## src/rtl/prmcu_uart_rx.sv

```systemverilog
// prmcu_uart_rx: mid-bit sampling UART receiver with a one-entry
// valid/ready holding register and single-cycle error pulses.
module prmcu_uart_rx #(
  parameter int N_BITS       = 8,
  parameter int CLKS_PER_BIT = 87,
  parameter int PARITY       = 0,
  parameter int N_STOP       = 1
) (
  input  logic              clk,
  input  logic              rst,
  input  logic              rx_i,
  output logic [N_BITS-1:0] dat_o,
  output logic              vld_o,
  input  logic              rdy_i,
  output logic              parity_err_o,
  output logic              frame_err_o,
  output logic              overrun_o,
  output logic              busy_o
);

  typedef enum logic [2:0] {
    S_IDLE,
    S_START,
    S_DATA,
    S_PAR,
    S_STOP,
    S_WAITH
  } state_t;

  localparam int TW = $clog2(CLKS_PER_BIT);
  // Timer counts down to zero, so loads are one less than the period
  localparam logic [TW-1:0] T_FULL = TW'(CLKS_PER_BIT - 1);
  localparam logic [TW-1:0] T_HALF = TW'(CLKS_PER_BIT / 2 - 1);
  localparam logic [3:0] LAST_D = 4'(N_BITS - 1);
  localparam logic [3:0] LAST_S = 4'(N_STOP - 1);

  state_t            state;
  logic              s1;
  logic              rxs;
  logic [TW-1:0]     tmr;
  logic [3:0]        cnt;
  logic [N_BITS-1:0] sh;
  logic              ferr;
  logic              pbad;
  logic              tmr_exp;
  logic              stop_bad;
  logic              par_calc;

  assign tmr_exp  = (tmr == '0);
  assign stop_bad = ferr | ~rxs;
  assign par_calc = (PARITY == 1) ? ~(^sh ^ rxs)
                                  : (^sh ^ rxs);
  assign busy_o   = (state != S_IDLE);

  always_ff @(posedge clk) begin
    if (!rst) begin
      state        <= S_IDLE;
      s1           <= 1'b1;
      rxs          <= 1'b1;
      tmr          <= '0;
      cnt          <= '0;
      sh           <= '0;
      ferr         <= 1'b0;
      pbad         <= 1'b0;
      dat_o        <= '0;
      vld_o        <= 1'b0;
      parity_err_o <= 1'b0;
      frame_err_o  <= 1'b0;
      overrun_o    <= 1'b0;
    end else begin
      s1           <= rx_i;
      rxs          <= s1;
      parity_err_o <= 1'b0;
      frame_err_o  <= 1'b0;
      overrun_o    <= 1'b0;
      if (vld_o && rdy_i) vld_o <= 1'b0;
      if (!tmr_exp) tmr <= tmr - 1'b1;
      unique case (state)
        S_IDLE: begin
          if (!rxs) begin
            tmr   <= T_HALF;
            state <= S_START;
          end
        end
        S_START: begin
          if (tmr_exp) begin
            if (rxs) begin
              state <= S_IDLE;
            end else begin
              tmr   <= T_FULL;
              cnt   <= '0;
              ferr  <= 1'b0;
              pbad  <= 1'b0;
              state <= S_DATA;
            end
          end
        end
        S_DATA: begin
          if (tmr_exp) begin
            sh  <= {rxs, sh[N_BITS-1:1]};
            tmr <= T_FULL;
            cnt <= cnt + 1'b1;
            if (cnt == LAST_D) begin
              cnt   <= '0;
              state <= (PARITY != 0) ? S_PAR : S_STOP;
            end
          end
        end
        S_PAR: begin
          if (tmr_exp) begin
            pbad  <= par_calc;
            tmr   <= T_FULL;
            state <= S_STOP;
          end
        end
        S_STOP: begin
          if (tmr_exp) begin
            ferr <= stop_bad;
            tmr  <= T_FULL;
            cnt  <= cnt + 1'b1;
            if (cnt == LAST_S) begin
              if (stop_bad) begin
                frame_err_o <= 1'b1;
                state       <= S_WAITH;
              end else if (pbad) begin
                parity_err_o <= 1'b1;
                state        <= S_IDLE;
              end else begin
                state <= S_IDLE;
                if (!vld_o || rdy_i) begin
                  dat_o <= sh;
                  vld_o <= 1'b1;
                end else begin
                  overrun_o <= 1'b1;
                end
              end
            end
          end
        end
        // Hold off a break until the line idles again
        S_WAITH: begin
          if (rxs) state <= S_IDLE;
        end
        default: state <= S_IDLE;
      endcase
    end
  end

endmodule
```

## config.mk

```make
export PLATFORM = sky130hd
export DESIGN_NAME = prmcu_uart_rx
export DESIGN_NICKNAME = d
export VERILOG_FILES = /design/src/rtl/prmcu_uart_rx.sv
export SDC_FILE = /design/constraint.sdc
export NUM_CORES = 1
export LEC_CHECK = 0
export ABC_AREA = 1
export BUFFER_PORTS_ARGS = -buffer_cell sky130_fd_sc_hd__buf_2
export CORE_UTILIZATION = 45
export DETAILED_ROUTE_END_ITERATION = 10
export SYNTH_ARGS = -nofsm -noshare
export SYNTH_HDL_FRONTEND = slang
export SYNTH_SLANG_ARGS = --single-unit
export TNS_END_PERCENT = 30
```

## constraint.sdc

```tcl
create_clock -name clk -period 3.4 [get_ports clk]
set_clock_uncertainty 0.15 [all_clocks]
set_input_delay 0.34 -clock clk [delete_from_list [all_inputs] [get_ports clk]]
set_output_delay 0.34 -clock clk [all_outputs]
set_load 0.02 [all_outputs]
```

==> flow_metrics.py, run 1 <==
metrics = {
    "setup_path": {
        "cp.required_ps": 3480,
        "crit_chain": "inv_1 > ha_1 > nand2_1 > nor2_8 > nand4_4 > nor2_4 > o21ai_0 > a21oi_1",
        "arrival_ps": 1970,
        "reg2reg_depth": 8,
        "reg2reg_setup_slack_ps": 1510,
        "r2r-end": "dat_o[2]",
        "crit_family": "simple AND/OR/NAND/NOR gates",
        "cp-start-kind": "flop",
        "crit_type": "flop to flop",
        "slowest_stage": "nor2_4",
        "cp_num_cells": 8,
        "cp.buffers_inverters": 1,
        "endpoint_kind": "flop",
        "critPathMaxStageDelay_ps": 330,
        "endpoint": "dat_o[2]",
        "path_max_fanout": 16,
        "r2r-start": "tmr[0]",
        "cp-startpoint": "tmr[0]",
    },
    "clocking": {
        "cts.sinks": 38,
        "cts_tree": "yes",
        "cts_buffers": 5,
        "cts_buffer_depth": 2,
        "postCtsHoldBufs": 0,
        "cts_resized": 0,
        "post_cts_buffers": 0,
        "root_buffer": "clkbuf_8",
        "clk_pin_slew_ps": 80,
        "htree_levels": 2,
        "clock_latency_ps": 290,
    },
    "drt": {
        "vias": 1799,
        "wl_um": 4220,
        "first_pass_iters": 6,
        "wl_per_cell_um": 11.6,
        "drc": 0,
        "drt-vias-per-instance": 4.97,
        "antenna_left": 0,
        "first_iter_violations": 106,
    },
    "floorplanning": {
        "die-area_um2": 4840,
        "start_util_pct": 46.9,
        "core_area_um2": 4380,
        "core.rowCount": 24,
        "io_pins": 17,
        "dieWidth_um": 69.6,
        "dieHeight_um": 69.6,
    },
    "status": {
        "status": "finished clean",
    },
    "timing": {
        "max_clock_freq_mhz": 528,
        "finalCritPeriodShare_pct": 55.7,
        "setup_viol": 0,
        "final_hold_viol_count": 0,
        "setup-tns-final_ps": 0,
        "rsz0062_at_grt": "false",
        "slew_violations": 0,
        "slew_headroom_pct": 69.8,
        "worst_pin_slew_ps": 453,
        "period_needed_ps": 1890,
    },
    "grt": {
        "track_usage_pct": 19.4,
        "antenna_found_initial": 0,
        "grt_pass1_vias": 1670,
        "grt_max_degree": 25,
        "globalRoute.totalOverflow": 0,
        "grt_pass1_wl_um": 7450,
    },
    "yosys": {
        "yosysUniqueCellTypes": 34,
        "synth_flop_cell": "dfxtp_1",
        "synth_seq_area_share_pct": 37.0,
        "synthArstFlopShare_pct": 0,
        "synth.net_count": 301,
        "ys.warnings.count": 0,
        "syn_inst": 292,
        "synth_area_um2": 2060,
        "avgSynthCellArea_um2": 7.04,
        "ys_ff_latch": 38,
        "synth_edf_count": 0,
    },
    "finish": {
        "num-fill-cells": 458,
        "layout-drive-gt1-share_pct": 18.4,
        "fin_util_pct": 52.4,
        "multi_input_area_um2": 1110,
        "area.sequential_um2": 761,
        "diodes": 0,
        "instances_no_fill": 362,
        "fin_nets": 318,
        "syn2layout_area_growth_pct": 11.7,
    },
    "power": {
        "leakage_nw": 1.08,
        "total_power_mw": 1.79,
        "vdd_drop_max_v": 0.000346,
        "p_per_area_nw_per_um2": 779,
    },
    "worst_hold_path": {
        "min_path_type": "input port to flop",
    },
    "placement": {
        "place_congestion": 0.792,
        "dpl.hpwl_um": 3010,
        "portBuffers": 16,
        "dp.cells": 354,
    },
    "job": {
        "maxCapViolations": 0,
    },
}
[flip-flops by register name, summed over array words and instances, names as in the netlist, 3 cells and up]
name / flops
cnt: 4
tmr: 7
sh: 8
state: 3
dat_o: 8
[cells in the final DEF, fill, tap and decap left out, types with 7 or more instances in the layout]
cell type	netlist	final
nand3_1	9	9
a21oi_1	27	27
inv_1	32	32
dfxtp_1	38	38
nor2_1	31	31
o21ai_0	26	26
buf_2	0	16
inv_2	7	7
nand2_1	69	69
[through the flow]
step	setup WS, ps	hold WS, ps	instance area (um2)
after floorplan	1810	242	2060
after global routing	1250	80.4	2300
after global placement	1560	243	2160
after detailed placement	1530	250	2160
after CTS	1480	66.4	2300
final	1510	76.6	2300
[layer usage]
metal	share of wire (%)	global-route usage, %
met5	0	0
met4	1.5	7.03
met3	3.2	4.80
met2	46	31.8
met1	49	24.6
[worst min path at each step]
stage	slack [ps]	end	startpoint	cells after the start
CTS	70	s1	rx_i	2
floorplan	240	rxs	s1	1
detailed placement	250	rxs	s1	1
global placement	240	rxs	s1	1
finish	80	s1	rx_i	2
global route	80	s1	rx_i	2
[logic make-up (layout without fill, tap and decap cells)]
| logic type | count (synthesis) | after routing | share of synthesized area [%] |
|---|---|---|---|
| AO/OA/AOI/OAI | 65 | 65 | 17.9 |
| XOR/XNOR | 3 | 3 | 1.28 |
| flip-flops | 38 | 38 | 37.0 |
| adder cells (fa/ha/maj) | 5 | 5 | 3.04 |
| buffers and inverters | 45 | 63 | 9.13 |
| AND/OR/NAND/NOR | 136 | 136 | 31.6 |
[cell usage after synthesis, drive strengths merged, types with 2 or more instances]
cell     n  share of area (%)
clkbuf   2               0.37
nand4    4                1.9
buf      4                1.6
nand3   11                3.2
xor2     2               0.85
inv     39                7.1
a21oi   29                7.4
nor3     5                1.5
nor2    35                8.0
ha       5                3.0
dfxtp   38                 37
or2      3               0.91
o21ai   34                9.7
nand2   76                 15
[layout make-up]
type	count	share of cell area, %
Clock buffer	5	3.00
Clock inverter	3	3.00
Multi-Input combinational cell	209	48.2
Inverter	39	6.37
Timing Repair Buffer	16	3.49
Sequential cell	38	33.1
Tap cell	52	2.83
[power by group]
group / total (mW) / switching, mW / internal (mW)
combinational: 0.738 / 0.473 / 0.265
clock: 0.465 / 0.171 / 0.294
sequential: 0.586 / 0.0651 / 0.521
total: 1.79 / 0.709 / 1.08
Note: power is estimated with default switching activity, not from simulation.
==> inputs of run 2 (changes only) <==
Settings changed: PLACE_DENSITY set to 0.65.
Clock period 3.4 ns to 1.5 ns, I/O delays scaled along.
==> run 2 against run 1 <==
The run now ends with negative setup slack left. Power grew to 2.7 times the previous value. Routed wire length increased by 15%. Setup slack lost 1600 ps. Sequential share of layout area is 5.9 points lower. Design area grew 24%. Register-to-register slack worse by 1600 ps. Hold slack worse by 23 ps. Sequential power increased by 140%. Cell count is 13% higher. Global-route usage increased by 1.3 points. Combinational power grew to 3.8 times the previous value. Critical path type unchanged.
==> flow_metrics.py, run 2 (synthesized netlist as in run 1, its figures left out) <==
metrics = {
    "status": {
        "status": "finished, violations left",
        "violations": "negative setup slack",
    },
    "finish": {
        "fin_util_pct": 65.2,
        "final_common_cell": "nand2_1",
        "num-fill-cells": 389,
        "syn2layout_area_growth_pct": 39.1,
        "diodes": 0,
        "largest_registers": "dat_o (8), sh (8), tmr (7)",
        "fin_nets": 368,
        "layout-drive-gt1-share_pct": 41.1,
        "instances_no_fill": 410,
        "layout_common_cells": "nand2_1, buf_4, dfxtp_1, inv_1, nor2_1",
    },
    "setup_path": {
        "reg2reg_setup_slack_ps": -130,
        "endpoint_kind": "flop",
        "crit_family": "buffers and inverters",
        "path_max_fanout": 5,
        "cp.required_ps": 1570,
        "cp-start-kind": "flop",
        "crit_chain": "inv_2 > ha_4 > nand2_4 > nor2_8 > buf_4 > buf_4 > buf_4 > nand2_1 > inv_1 > nand3_1 > a21oi_1",
        "cp.buffers_inverters": 5,
        "arrival_ps": 1700,
        "crit_top_cell": "buf_4",
        "critPathMaxStageDelay_ps": 330,
        "slowest_stage": "dfxtp_2",
        "crit_type": "flop to flop",
    },
    "clocking": {
        "cts_tree": "yes",
        "htree_levels": 2,
        "clk_pin_slew_ps": 80,
        "cts_buffer_depth": 2,
        "root_buffer": "clkbuf_8",
        "cts.sinks": 38,
        "clock_latency_ps": 290,
        "cts_buffers": 5,
    },
    "worst_hold_path": {
        "min_path_type": "input port to flop",
    },
    "timing": {
        "slew_headroom_pct": 79.5,
        "setup_ws_ps": -132,
        "max_clock_freq_mhz": 613,
        "slew_violations": 0,
        "setup_viol": 34,
        "whs_ps": 54.0,
        "rsz0062_at_grt": "true",
        "period_needed_ps": 1630,
        "finalCritPeriodShare_pct": 109,
        "worst_pin_slew_ps": 307,
        "final_hold_viol_count": 0,
    },
    "grt": {
        "grt_pass1_wl_um": 8040,
        "grt_pass1_vias": 1852,
        "track_usage_pct": 20.7,
        "globalRoute.totalOverflow": 0,
        "grt_max_degree": 17,
        "antenna_found_initial": 0,
    },
    "drt": {
        "highest_layer": "met4",
        "dr_wl_met2_um": 2430,
        "wl_um": 4860,
        "drt-vias-per-instance": 4.89,
        "routed-wl-met3_um": 121,
        "first_pass_iters": 4,
        "antenna_left": 0,
        "drt-met1-wl_um": 2210,
        "vias": 2003,
        "drc": 0,
        "wl_per_cell_um": 11.8,
        "first_iter_violations": 93,
    },
    "power": {
        "p_per_area_nw_per_um2": 1700,
        "total_power_mw": 4.85,
        "vdd_drop_max_v": 0.000723,
        "leakage_nw": 1.34,
    },
    "floorplanning": {
        "start_util_pct": 46.9,
        "die-area_um2": 4840,
        "io_pins": 17,
        "core.rowCount": 24,
        "dieHeight_um": 69.6,
        "core_area_um2": 4380,
        "dieWidth_um": 69.6,
    },
    "placement": {
        "dp.cells": 387,
        "dpl.hpwl_um": 3290,
        "portBuffers": 16,
        "dp_slack_ps": -136,
        "place_congestion": 0.827,
    },
    "job": {
        "maxCapViolations": 0,
    },
}
## run 2: cell type report
| cell class | count | area (um2) | share of cell area, % |
|---|---|---|---|
| Tap cell | 52 | 65.1 | 2.28 |
| Multi-Input combinational cell | 209 | 1280 | 44.9 |
| Timing Repair Buffer | 66 | 497 | 17.4 |
| Inverter | 39 | 154 | 5.38 |
| Clock buffer | 6 | 82.6 | 2.89 |
| Sequential cell | 38 | 777 | 27.2 |
## run 2: layer usage
metal	GRT usage (%)	vias to the layer above
met4	7.94	0
met2	36.9	24
met1	24.0	904
met3	4.51	9
met5	0	-
li1	-	1066
## run 2: report_power, final
group | switching [mW] | total [mW] | internal, mW
clock | 0.344 | 0.699 | 0.355
combinational | 1.44 | 2.77 | 1.32
sequential | 0.173 | 1.38 | 1.21
## run 2: worst register-to-register path, stage by stage (launching register included)
cell,delay [ps]
dfxtp_2,330
inv_2,80
ha_4,140
nand2_4,60
nor2_8,150
buf_4,140
buf_4,110
buf_4,100
nand2_1,60
inv_1,60
nand3_1,70
a21oi_1,110
## run 2: path summary, 6_finish.rpt
kind	startpoint	end	depth (start not counted)
worst min-delay path	rst	state[0]	3
worst max register to register	tmr[0]	pbad	11
worst max-delay path	tmr[0]	pbad	11
worst min register to register	s1	rxs	1
## run 2: repair_timing
action	in CTS	in global routing
resized for setup	35	39
gates cloned	1	0
pin swaps	9	12
endpoints found under the setup margin	29	36
endpoints found under the hold margin	1	0
hold buffers	1	0
buffers inserted	9	7
## run 2: metrics by stage
| stage | area [um2] | TNS [ps] |
|---|---|---|
| finish | 2860 | -2490 |
| global placement | 2450 | -753 |
| detailed placement | 2450 | -1200 |
| global route | 2860 | -5440 |
| floorplan | 2090 | 0 |
| CTS | 2720 | -1770 |
